File: config.mk
export PLATFORM = sky130hd
export DESIGN_NAME = alu_muldiv
export DESIGN_NICKNAME = d
export VERILOG_FILES = /design/src/rtl/alu_muldiv.sv
export SDC_FILE = /design/constraint.sdc
export NUM_CORES = 1
export LEC_CHECK = 0
export CORE_AREA = 2 2 271 273
export DETAILED_ROUTE_END_ITERATION = 10
export DIE_AREA = 0 0 273 275
export HOLD_SLACK_MARGIN = 0.15
export PLACE_DENSITY = 0.55
export SYNTH_ARGS = -nofsm -noshare
export SYNTH_HDL_FRONTEND = slang
export SYNTH_SLANG_ARGS = --single-unit
File: constraint.sdc
create_clock -name clk -period 7.9 [get_ports clk]
set_input_delay 1.975 -clock clk [delete_from_list [all_inputs] [get_ports clk]]
set_output_delay 1.975 -clock clk [all_outputs]
set_load 0.01 [all_outputs]
File: src/rtl/alu_muldiv.sv
// alu_muldiv: execute-stage integer unit with a valid/ready handshake.
// Base ALU ops complete in one cycle; the M-extension multiply/divide group
// runs an iterative radix-2 datapath for XLEN cycles. Division by zero and
// signed-overflow divisions are resolved at accept time in one cycle.
// Ports:
//   clk, rst_n       clock, async active-low reset
//   flush            synchronous abort of in-flight/held operation
//   in_valid/ready   operation handshake (op, a, b captured on accept)
//   op[4:0]          op[4]=0: base ALU code in op[3:0]; op[4]=1: M funct3 in op[2:0]
//   a, b             operands (rs1, rs2)
//   out_valid/ready  result handshake
//   result, iszero   registered result and its zero flag
module alu_muldiv #(
  parameter int XLEN = 32
) (
  input  logic            clk,
  input  logic            rst_n,
  input  logic            flush,
  input  logic            in_valid,
  output logic            in_ready,
  input  logic [4:0]      op,
  input  logic [XLEN-1:0] a,
  input  logic [XLEN-1:0] b,
  output logic            out_valid,
  input  logic            out_ready,
  output logic [XLEN-1:0] result,
  output logic            iszero
);
  localparam int CNT_W = $clog2(XLEN) + 1;
  localparam int SH_W  = $clog2(XLEN);

  typedef enum logic [1:0] {IDLE, BUSY, DONE} state_t;

  state_t            state, state_n, launch;
  logic [CNT_W-1:0]  cnt;
  logic [2:0]        f3_r;
  logic              neg_r, sa_r;
  logic [XLEN-1:0]   d_r, hi, lo;

  logic              accept;
  logic [SH_W-1:0]   shamt;
  logic [XLEN-1:0]   alu_res;

  // ---------------- base ALU ----------------
  assign shamt = b[SH_W-1:0];

  always_comb begin
    alu_res = '0;
    case (op[3:0])
      4'd0: alu_res = a + b;
      4'd1: alu_res = a - b;
      4'd2: alu_res = a & b;
      4'd3: alu_res = a | b;
      4'd4: alu_res = a ^ b;
      4'd5: alu_res = {{(XLEN-1){1'b0}}, a < b};
      4'd6: alu_res = {{(XLEN-1){1'b0}}, $signed(a) < $signed(b)};
      4'd7: alu_res = a << shamt;
      4'd8: alu_res = a >> shamt;
      4'd9: alu_res = $signed(a) >>> shamt;
      default: alu_res = '0;
    endcase
  end

  // ---------------- M-group operand setup ----------------
  logic            is_div_in, a_sgn, b_sgn, sa, sb, divz, ovf, special;
  logic [XLEN-1:0] ma, mb, spec_res;

  always_comb begin
    is_div_in = op[2];
    a_sgn     = is_div_in ? ~op[0] : (op[1:0] == 2'b01 || op[1:0] == 2'b10);
    b_sgn     = is_div_in ? ~op[0] : (op[1:0] == 2'b01);
    sa        = a_sgn & a[XLEN-1];
    sb        = b_sgn & b[XLEN-1];
    ma        = sa ? -a : a;
    mb        = sb ? -b : b;
    divz      = is_div_in && (b == '0);
    ovf       = is_div_in && !op[0] && (a == {1'b1, {(XLEN-1){1'b0}}}) && (b == '1);
    special   = divz || ovf;
    spec_res  = '0;
    if (divz)     spec_res = op[1] ? a : '1;
    else if (ovf) spec_res = op[1] ? '0 : a;
  end

  // ---------------- iteration datapath ----------------
  // hi/lo hold the product accumulator (mul) or remainder/quotient (div);
  // lo starts as |a| and is shifted out as result bits shift in.
  logic [XLEN:0]     sum, t;
  logic              ge;
  logic [XLEN-1:0]   dr, hi_n, lo_n, q_s, r_s, fin;
  logic [2*XLEN-1:0] prod;

  always_comb begin
    sum = {1'b0, hi} + (lo[0] ? {1'b0, d_r} : '0);
    t   = {hi, lo[XLEN-1]};
    ge  = t >= {1'b0, d_r};
    // When ge holds the difference is below d_r, so the low XLEN bits suffice.
    dr  = t[XLEN-1:0] - d_r;
    if (f3_r[2]) begin
      hi_n = ge ? dr : t[XLEN-1:0];
      lo_n = {lo[XLEN-2:0], ge};
    end else begin
      hi_n = sum[XLEN:1];
      lo_n = {sum[0], lo[XLEN-1:1]};
    end
    prod = {hi_n, lo_n};
    if (neg_r) prod = -prod;
    q_s = neg_r ? -lo_n : lo_n;
    r_s = sa_r ? -hi_n : hi_n;
    if (f3_r[2]) fin = f3_r[1] ? r_s : q_s;
    else         fin = (f3_r[1:0] == 2'b00) ? prod[XLEN-1:0] : prod[2*XLEN-1:XLEN];
  end

  // ---------------- control FSM ----------------
  assign accept = in_valid && in_ready && !flush;
  assign launch = (op[4] && !special) ? BUSY : DONE;

  always_ff @(posedge clk or negedge rst_n) begin
    if (!rst_n) state <= IDLE;
    else        state <= state_n;
  end

  always_comb begin
    state_n = state;
    if (flush) state_n = IDLE;
    else begin
      case (state)
        IDLE:    if (accept) state_n = launch;
        BUSY:    if (cnt == CNT_W'(1)) state_n = DONE;
        DONE:    if (accept) state_n = launch;
                 else if (out_ready) state_n = IDLE;
        default: state_n = IDLE;
      endcase
    end
  end

  always_comb begin
    in_ready  = (state == IDLE) || (state == DONE && out_ready);
    out_valid = (state == DONE);
  end

  // ---------------- datapath registers ----------------
  always_ff @(posedge clk or negedge rst_n) begin
    if (!rst_n) begin
      cnt    <= '0;
      f3_r   <= '0;
      neg_r  <= 1'b0;
      sa_r   <= 1'b0;
      d_r    <= '0;
      hi     <= '0;
      lo     <= '0;
      result <= '0;
      iszero <= 1'b1;
    end else if (flush) begin
      cnt <= '0;
    end else if (accept) begin
      if (!op[4]) begin
        result <= alu_res;
        iszero <= (alu_res == '0);
      end else if (special) begin
        result <= spec_res;
        iszero <= (spec_res == '0);
      end else begin
        cnt   <= CNT_W'(XLEN);
        f3_r  <= op[2:0];
        neg_r <= sa ^ sb;
        sa_r  <= sa;
        d_r   <= mb;
        hi    <= '0;
        lo    <= ma;
      end
    end else if (state == BUSY) begin
      hi  <= hi_n;
      lo  <= lo_n;
      cnt <= cnt - 1'b1;
      if (cnt == CNT_W'(1)) begin
        result <= fin;
        iszero <= (fin == '0);
      end
    end
  end

endmodule

==> results of run 1 <==
==> cell usage in the layout, fill, tap and decap left out, types with 51 or more instances in the layout <==
cell type / n
sky130_fd_sc_hd__a21oi_1: 315
sky130_fd_sc_hd__inv_1: 166
sky130_fd_sc_hd__mux4_2: 61
sky130_fd_sc_hd__xnor2_1: 120
sky130_fd_sc_hd__a211oi_1: 64
sky130_fd_sc_hd__and2_1: 51
sky130_fd_sc_hd__buf_4: 136
sky130_fd_sc_hd__nand3_1: 80
sky130_fd_sc_hd__nor2_1: 338
sky130_fd_sc_hd__clkdlybuf4s50_1: 101
sky130_fd_sc_hd__o211ai_1: 52
sky130_fd_sc_hd__nand2_1: 377
sky130_fd_sc_hd__nor3_1: 83
sky130_fd_sc_hd__o21ai_0: 293
sky130_fd_sc_hd__mux2i_1: 75
sky130_fd_sc_hd__dfrtp_1: 140
sky130_fd_sc_hd__ha_1: 172
==> stage by stage <==
step	hold WS, ns	util (%)
2_1_floorplan	0.4445	-
3_3_place_gp	0.4617	37.76
3_5_place_dp	0.4721	37.76
4_1_cts	0.4896	38.60
5_1_grt	0.5179	38.60
6_report	0.4829	38.60
==> how the worst min path moves through the flow <==
stage,start,cells after the start,slack [ns],endpoint
after global placement,result[9]$_DFFE_PN0P_,2,0.46,result[9]$_DFFE_PN0P_
after detailed placement,result[13]$_DFFE_PN0P_,2,0.47,result[13]$_DFFE_PN0P_
after CTS,result[9]$_DFFE_PN0P_,2,0.49,result[9]$_DFFE_PN0P_
after floorplan,cnt[5]$_DFFE_PN0P_,1,0.44,cnt[5]$_DFFE_PN0P_
after global routing,cnt[5]$_DFFE_PN0P_,1,0.52,cnt[5]$_DFFE_PN0P_
final,result[9]$_DFFE_PN0P_,2,0.48,result[9]$_DFFE_PN0P_
==> power by group through the flow <==
stage	Combinational [mW]	Sequential [mW]	Clock, mW
global placement	7.07	1.42	0
global route	7.79	1.46	0.901
CTS	7.09	1.41	0.873
detailed placement	7.05	1.43	0
finish	7.27	1.42	0.856
floorplan	4.69	1.28	0
==> cell families after synthesis <==
group | Yosys count | synth area share (%)
compound gates | 1228 | 31.97
mux | 155 | 9.331
flops | 142 | 14.18
simple gates | 1209 | 23.03
xor+xnor | 163 | 5.696
buf+inv | 446 | 6.879
fa+ha+maj | 176 | 8.906
==> metal layers <==
layer | vias up | GRT usage (%) | wire length, um
met1 | 13810 | 41.82 | 50650
met4 | 0 | 18.64 | 8109
li1 | 13020 | - | -
met2 | 1494 | 51.76 | 55360
met3 | 332 | 4.111 | 9263
met5 | - | 0 | 0
==> area by class of cell <==
type                    count  area share (%)
clock inverters            15          0.6542
flip-flops and latches    142           12.74
inverters                 170           2.285
multi-input cells        2931           70.97
repair buffers            244           7.532
clock buffers              17           1.523
well taps                 959           4.297
==> worst reg2reg max path, delay by kind of cell, from the launching register on <==
kind	cells	cell delay (ns)
AOI/OAI and AO/OA	7	2.13
and+or+nand+nor	9	3.10
buffers and inverters	2	0.38
DFF	1	0.51
xor gates and xnor gates	1	0.11
adders and majority gates	2	0.63
==> registers in the layout, indices dropped and copies added, names as in the netlist <==
| name | flops |
|---|---|
| cnt | 6 |
| d_r | 32 |
| f3_r | 3 |
| hi | 32 |
| iszero | 1 |
| lo | 32 |
| neg_r | 1 |
| result | 32 |
| sa_r | 1 |
| state | 2 |
==> flow_summary.html, run 1 <==
<table>
<tr><th>Metric</th><th>Value</th></tr>
<tr><th colspan="2">Floorplanning</th></tr>
<tr><td>Die height</td><td>275 um</td></tr>
<tr><td>Area of the die</td><td>~75000 um2</td></tr>
<tr><td>Cell row count</td><td>99</td></tr>
<tr><td>Initial core utilization</td><td>34.65%</td></tr>
<tr><td>Horizontal die dimension</td><td>273 um</td></tr>
<tr><td>Boundary pin count</td><td>roughly 110</td></tr>
<tr><td>Floorplan Core Area</td><td>72340 um2</td></tr>
<tr><th colspan="2">Worst setup path</th></tr>
<tr><td>CP Capture Type</td><td>flip-flop</td></tr>
<tr><td>Slowest stage cell, crit path</td><td>sky130_fd_sc_hd__o311ai_1</td></tr>
<tr><td>Number of cells on the worst reg-to-reg path</td><td>21</td></tr>
<tr><td>Worst setup SP type</td><td>input port</td></tr>
<tr><td>Worst reg2reg setup slack</td><td>0.96 ns</td></tr>
<tr><td>Data required, critical path</td><td>8.31 ns</td></tr>
<tr><td>CP cell instances</td><td>clkdlybuf4s50_1, inv_1, ha_1, inv_1, fa_1, nand2b_1, a21oi_1, o21a_1, o21a_1, o311ai_1, a2111oi_0, buf_4, o311ai_1, o21ai_0, a221oi_1, o32ai_1, a2111oi_0, buf_4, nand3_1, nor4_1, nand3_1, nand3_1</td></tr>
<tr><td>Bufs and invs on worst path</td><td>5</td></tr>
<tr><td>Data arrival time at the worst-slack endpoint</td><td>7.67 ns</td></tr>
<tr><td>Launching instance or port of the critical path</td><td>a[0]</td></tr>
<tr><td>Maximum fanout count along the critical path</td><td>4</td></tr>
<tr><td>Critical path depth in cells</td><td>22</td></tr>
<tr><td>Destination of the worst register-to-register timing path</td><td>iszero$_DFFE_PN1P_</td></tr>
<tr><td>Kind of critical path</td><td>input port to flip-flop</td></tr>
<tr><td>Largest stage delay on the critical path</td><td>0.67 ns</td></tr>
<tr><td>CP endpoint</td><td>iszero$_DFFE_PN1P_</td></tr>
<tr><td>Critical path's top delay family</td><td>compound AO/OA/AOI/OAI gates</td></tr>
<tr><td>CP dominant cell by count</td><td>sky130_fd_sc_hd__nand3_1</td></tr>
<tr><td>FF-to-FF Start</td><td>d_r[16]$_DFFE_PN0P_</td></tr>
<tr><th colspan="2">Placement</th></tr>
<tr><td>Detailed Place HPWL</td><td>97800 um</td></tr>
<tr><td>Setup WS pre-CTS</td><td>approximately 0.30 ns</td></tr>
<tr><td>Port-buffer cells</td><td>roughly 110</td></tr>
<tr><td>Area after DPL</td><td>27320 um2</td></tr>
<tr><td>Number of placed cells counting well taps</td><td>4446</td></tr>
<tr><td>Last weighted congestion value of the routability-driven placer</td><td>1.016</td></tr>
<tr><th colspan="2">Clock network</th></tr>
<tr><td>TritonCTS clock tree</td><td>done</td></tr>
<tr><td>Post-cts sizing count</td><td>0</td></tr>
<tr><td>H-tree depth</td><td>4</td></tr>
<tr><td>Clock Pin Slew Worst Setup and Hold Paths</td><td>0.08 ns</td></tr>
<tr><td>Clk_lat worst skew</td><td>0.47 ns</td></tr>
<tr><td>CTS Hold Buffers Added</td><td>0</td></tr>
<tr><td>Number of buffers on the longest clock path</td><td>2</td></tr>
<tr><td>Clock Root Buffer</td><td>sky130_fd_sc_hd__clkbuf_16</td></tr>
<tr><td>Total number of clock tree sinks</td><td>142</td></tr>
<tr><td>Post-CTS setup buffer count</td><td>0</td></tr>
<tr><td>Number of buffers created by CTS</td><td>17</td></tr>
<tr><th colspan="2">GRT</th></tr>
<tr><td>Antenna violations before repair</td><td>1</td></tr>
<tr><td>Global-route wire length before repair</td><td>182200 um</td></tr>
<tr><td>Number of global-route vias before repair</td><td>27160</td></tr>
<tr><td>Pin count of the biggest net entering global routing</td><td>89</td></tr>
<tr><td>GR Overflow Total</td><td>0</td></tr>
<tr><td>Tot GR Track Use</td><td>32.29%</td></tr>
<tr><th colspan="2">Cells and area</th></tr>
<tr><td>Ratio of cells with drive above 1 in the final layout</td><td>9.207%</td></tr>
<tr><td>Final-layout fill cell count</td><td>7776</td></tr>
<tr><td>Final net count</td><td>3756</td></tr>
<tr><td>Layout Cells excl Fill</td><td>4478</td></tr>
<tr><td>Post-route cell area</td><td>~28000 um2</td></tr>
<tr><td>Reg area</td><td>3558 um2</td></tr>
<tr><td>Total area of multi-input combinational cells</td><td>roughly 20000 um2</td></tr>
<tr><td>Layout Area Growth over Synthesis</td><td>11.42%</td></tr>
<tr><td>Total inserted antenna cells</td><td>0</td></tr>
<tr><th colspan="2">Yosys</th></tr>
<tr><td>Post-synthesis area per instance</td><td>7.122 um2</td></tr>
<tr><td>Instance count of the mapped netlist</td><td>3519</td></tr>
<tr><td>Area of the mapped netlist</td><td>25060 um2</td></tr>
<tr><td>Post-synth net total</td><td>3769</td></tr>
<tr><td>Number of enable flip-flop cells after synthesis</td><td>0</td></tr>
<tr><td>Ranking of synthesized cells by area</td><td>sky130_fd_sc_hd__dfrtp_1, sky130_fd_sc_hd__ha_1, sky130_fd_sc_hd__a21oi_1</td></tr>
<tr><td>Top cells by instance count after synthesis</td><td>sky130_fd_sc_hd__nand2_1, sky130_fd_sc_hd__nor2_1, sky130_fd_sc_hd__a21oi_1</td></tr>
<tr><td>Synth Warn #</td><td>0</td></tr>
<tr><td>Largest area contributor in the netlist</td><td>sky130_fd_sc_hd__dfrtp_1</td></tr>
<tr><td>Area share of the largest cell type after synthesis</td><td>14.08%</td></tr>
<tr><td>Sequential share of the synthesized area</td><td>14.18%</td></tr>
<tr><td>Async S/R FF share, synth</td><td>100.0%</td></tr>
<tr><td>Most numerous cell in the Yosys netlist</td><td>sky130_fd_sc_hd__nand2_1</td></tr>
<tr><td>Post-synthesis sequential element count</td><td>between 100 and 150</td></tr>
<tr><td>Commonest register cell after synthesis</td><td>sky130_fd_sc_hd__dfrtp_1</td></tr>
<tr><td>Post-synthesis cell type count</td><td>around 100</td></tr>
<tr><th colspan="2">Route</th></tr>
<tr><td>Via count</td><td>28660</td></tr>
<tr><td>DRT antenna net count</td><td>0</td></tr>
<tr><td>1st-iter DRT viols</td><td>3636</td></tr>
<tr><td>Average vias per placed instance</td><td>6.399</td></tr>
<tr><td>Total detailed-routing wirelength</td><td>123400 um</td></tr>
<tr><td>Number of remaining DRC errors</td><td>0</td></tr>
<tr><td>Routed len/inst</td><td>27.55 um</td></tr>
<tr><td>1st-pass router iterations</td><td>5</td></tr>
<tr><th colspan="2">STA</th></tr>
<tr><td>Tmin final</td><td>between 7 and 8 ns</td></tr>
<tr><td>Final setup violation count</td><td>0</td></tr>
<tr><td>Max Transition Viols Final</td><td>0</td></tr>
<tr><td>Slew of the pin with the lowest slew margin</td><td>1.096 ns</td></tr>
<tr><td>Setup repair after global routing missed its margin</td><td>no</td></tr>
<tr><td>Setup tns final</td><td>0 ns</td></tr>
<tr><td>Fmax</td><td>137.9 MHz</td></tr>
<tr><td>Final Cycle Share</td><td>91.81%</td></tr>
<tr><td>Slew headroom</td><td>approximately a quarter</td></tr>
<tr><td>Final worst slack</td><td>0.6471 ns</td></tr>
<tr><td>Clock tree skew after final layout</td><td>approximately 0.015 ns</td></tr>
<tr><td>Final-report hold violation count</td><td>0</td></tr>
<tr><th colspan="2">Power</th></tr>
<tr><td>P per Cell Area</td><td>342.0 nW/um2</td></tr>
<tr><td>Clock network power share</td><td>9.0%</td></tr>
<tr><td>Static leakage</td><td>11.37 nW</td></tr>
<tr><td>Total design power</td><td>9.551 mW</td></tr>
<tr><td>Internal</td><td>3.998 mW</td></tr>
<tr><td>Combinational group share of total power</td><td>76.2%</td></tr>
<tr><td>Switching portion of total power</td><td>58.14%</td></tr>
<tr><td>Power dissipated by switching net loads</td><td>between 5 and 6 mW</td></tr>
<tr><td>IR drop worst, VDD</td><td>204.0 uV</td></tr>
<tr><td>Seq pwr share</td><td>between 10% and 20%</td></tr>
<tr><th colspan="2">Status</th></tr>
<tr><td>Status</td><td>complete, no violations</td></tr>
<tr><th colspan="2">Hold path</th></tr>
<tr><td>Tightest Hold Check Type</td><td>flip-flop to flip-flop</td></tr>
<tr><th colspan="2">Flow run</th></tr>
<tr><td>Maximum capacitance violations</td><td>0</td></tr>
</table>
Power figures use the tool's default switching activity.
==> run 2, diff against run 1 <==
Settings changed: CTS_CLUSTER_SIZE from default to 10.
==> results of run 2 <==
The final DEF is identical to that of run 1; final timing and power are the same.
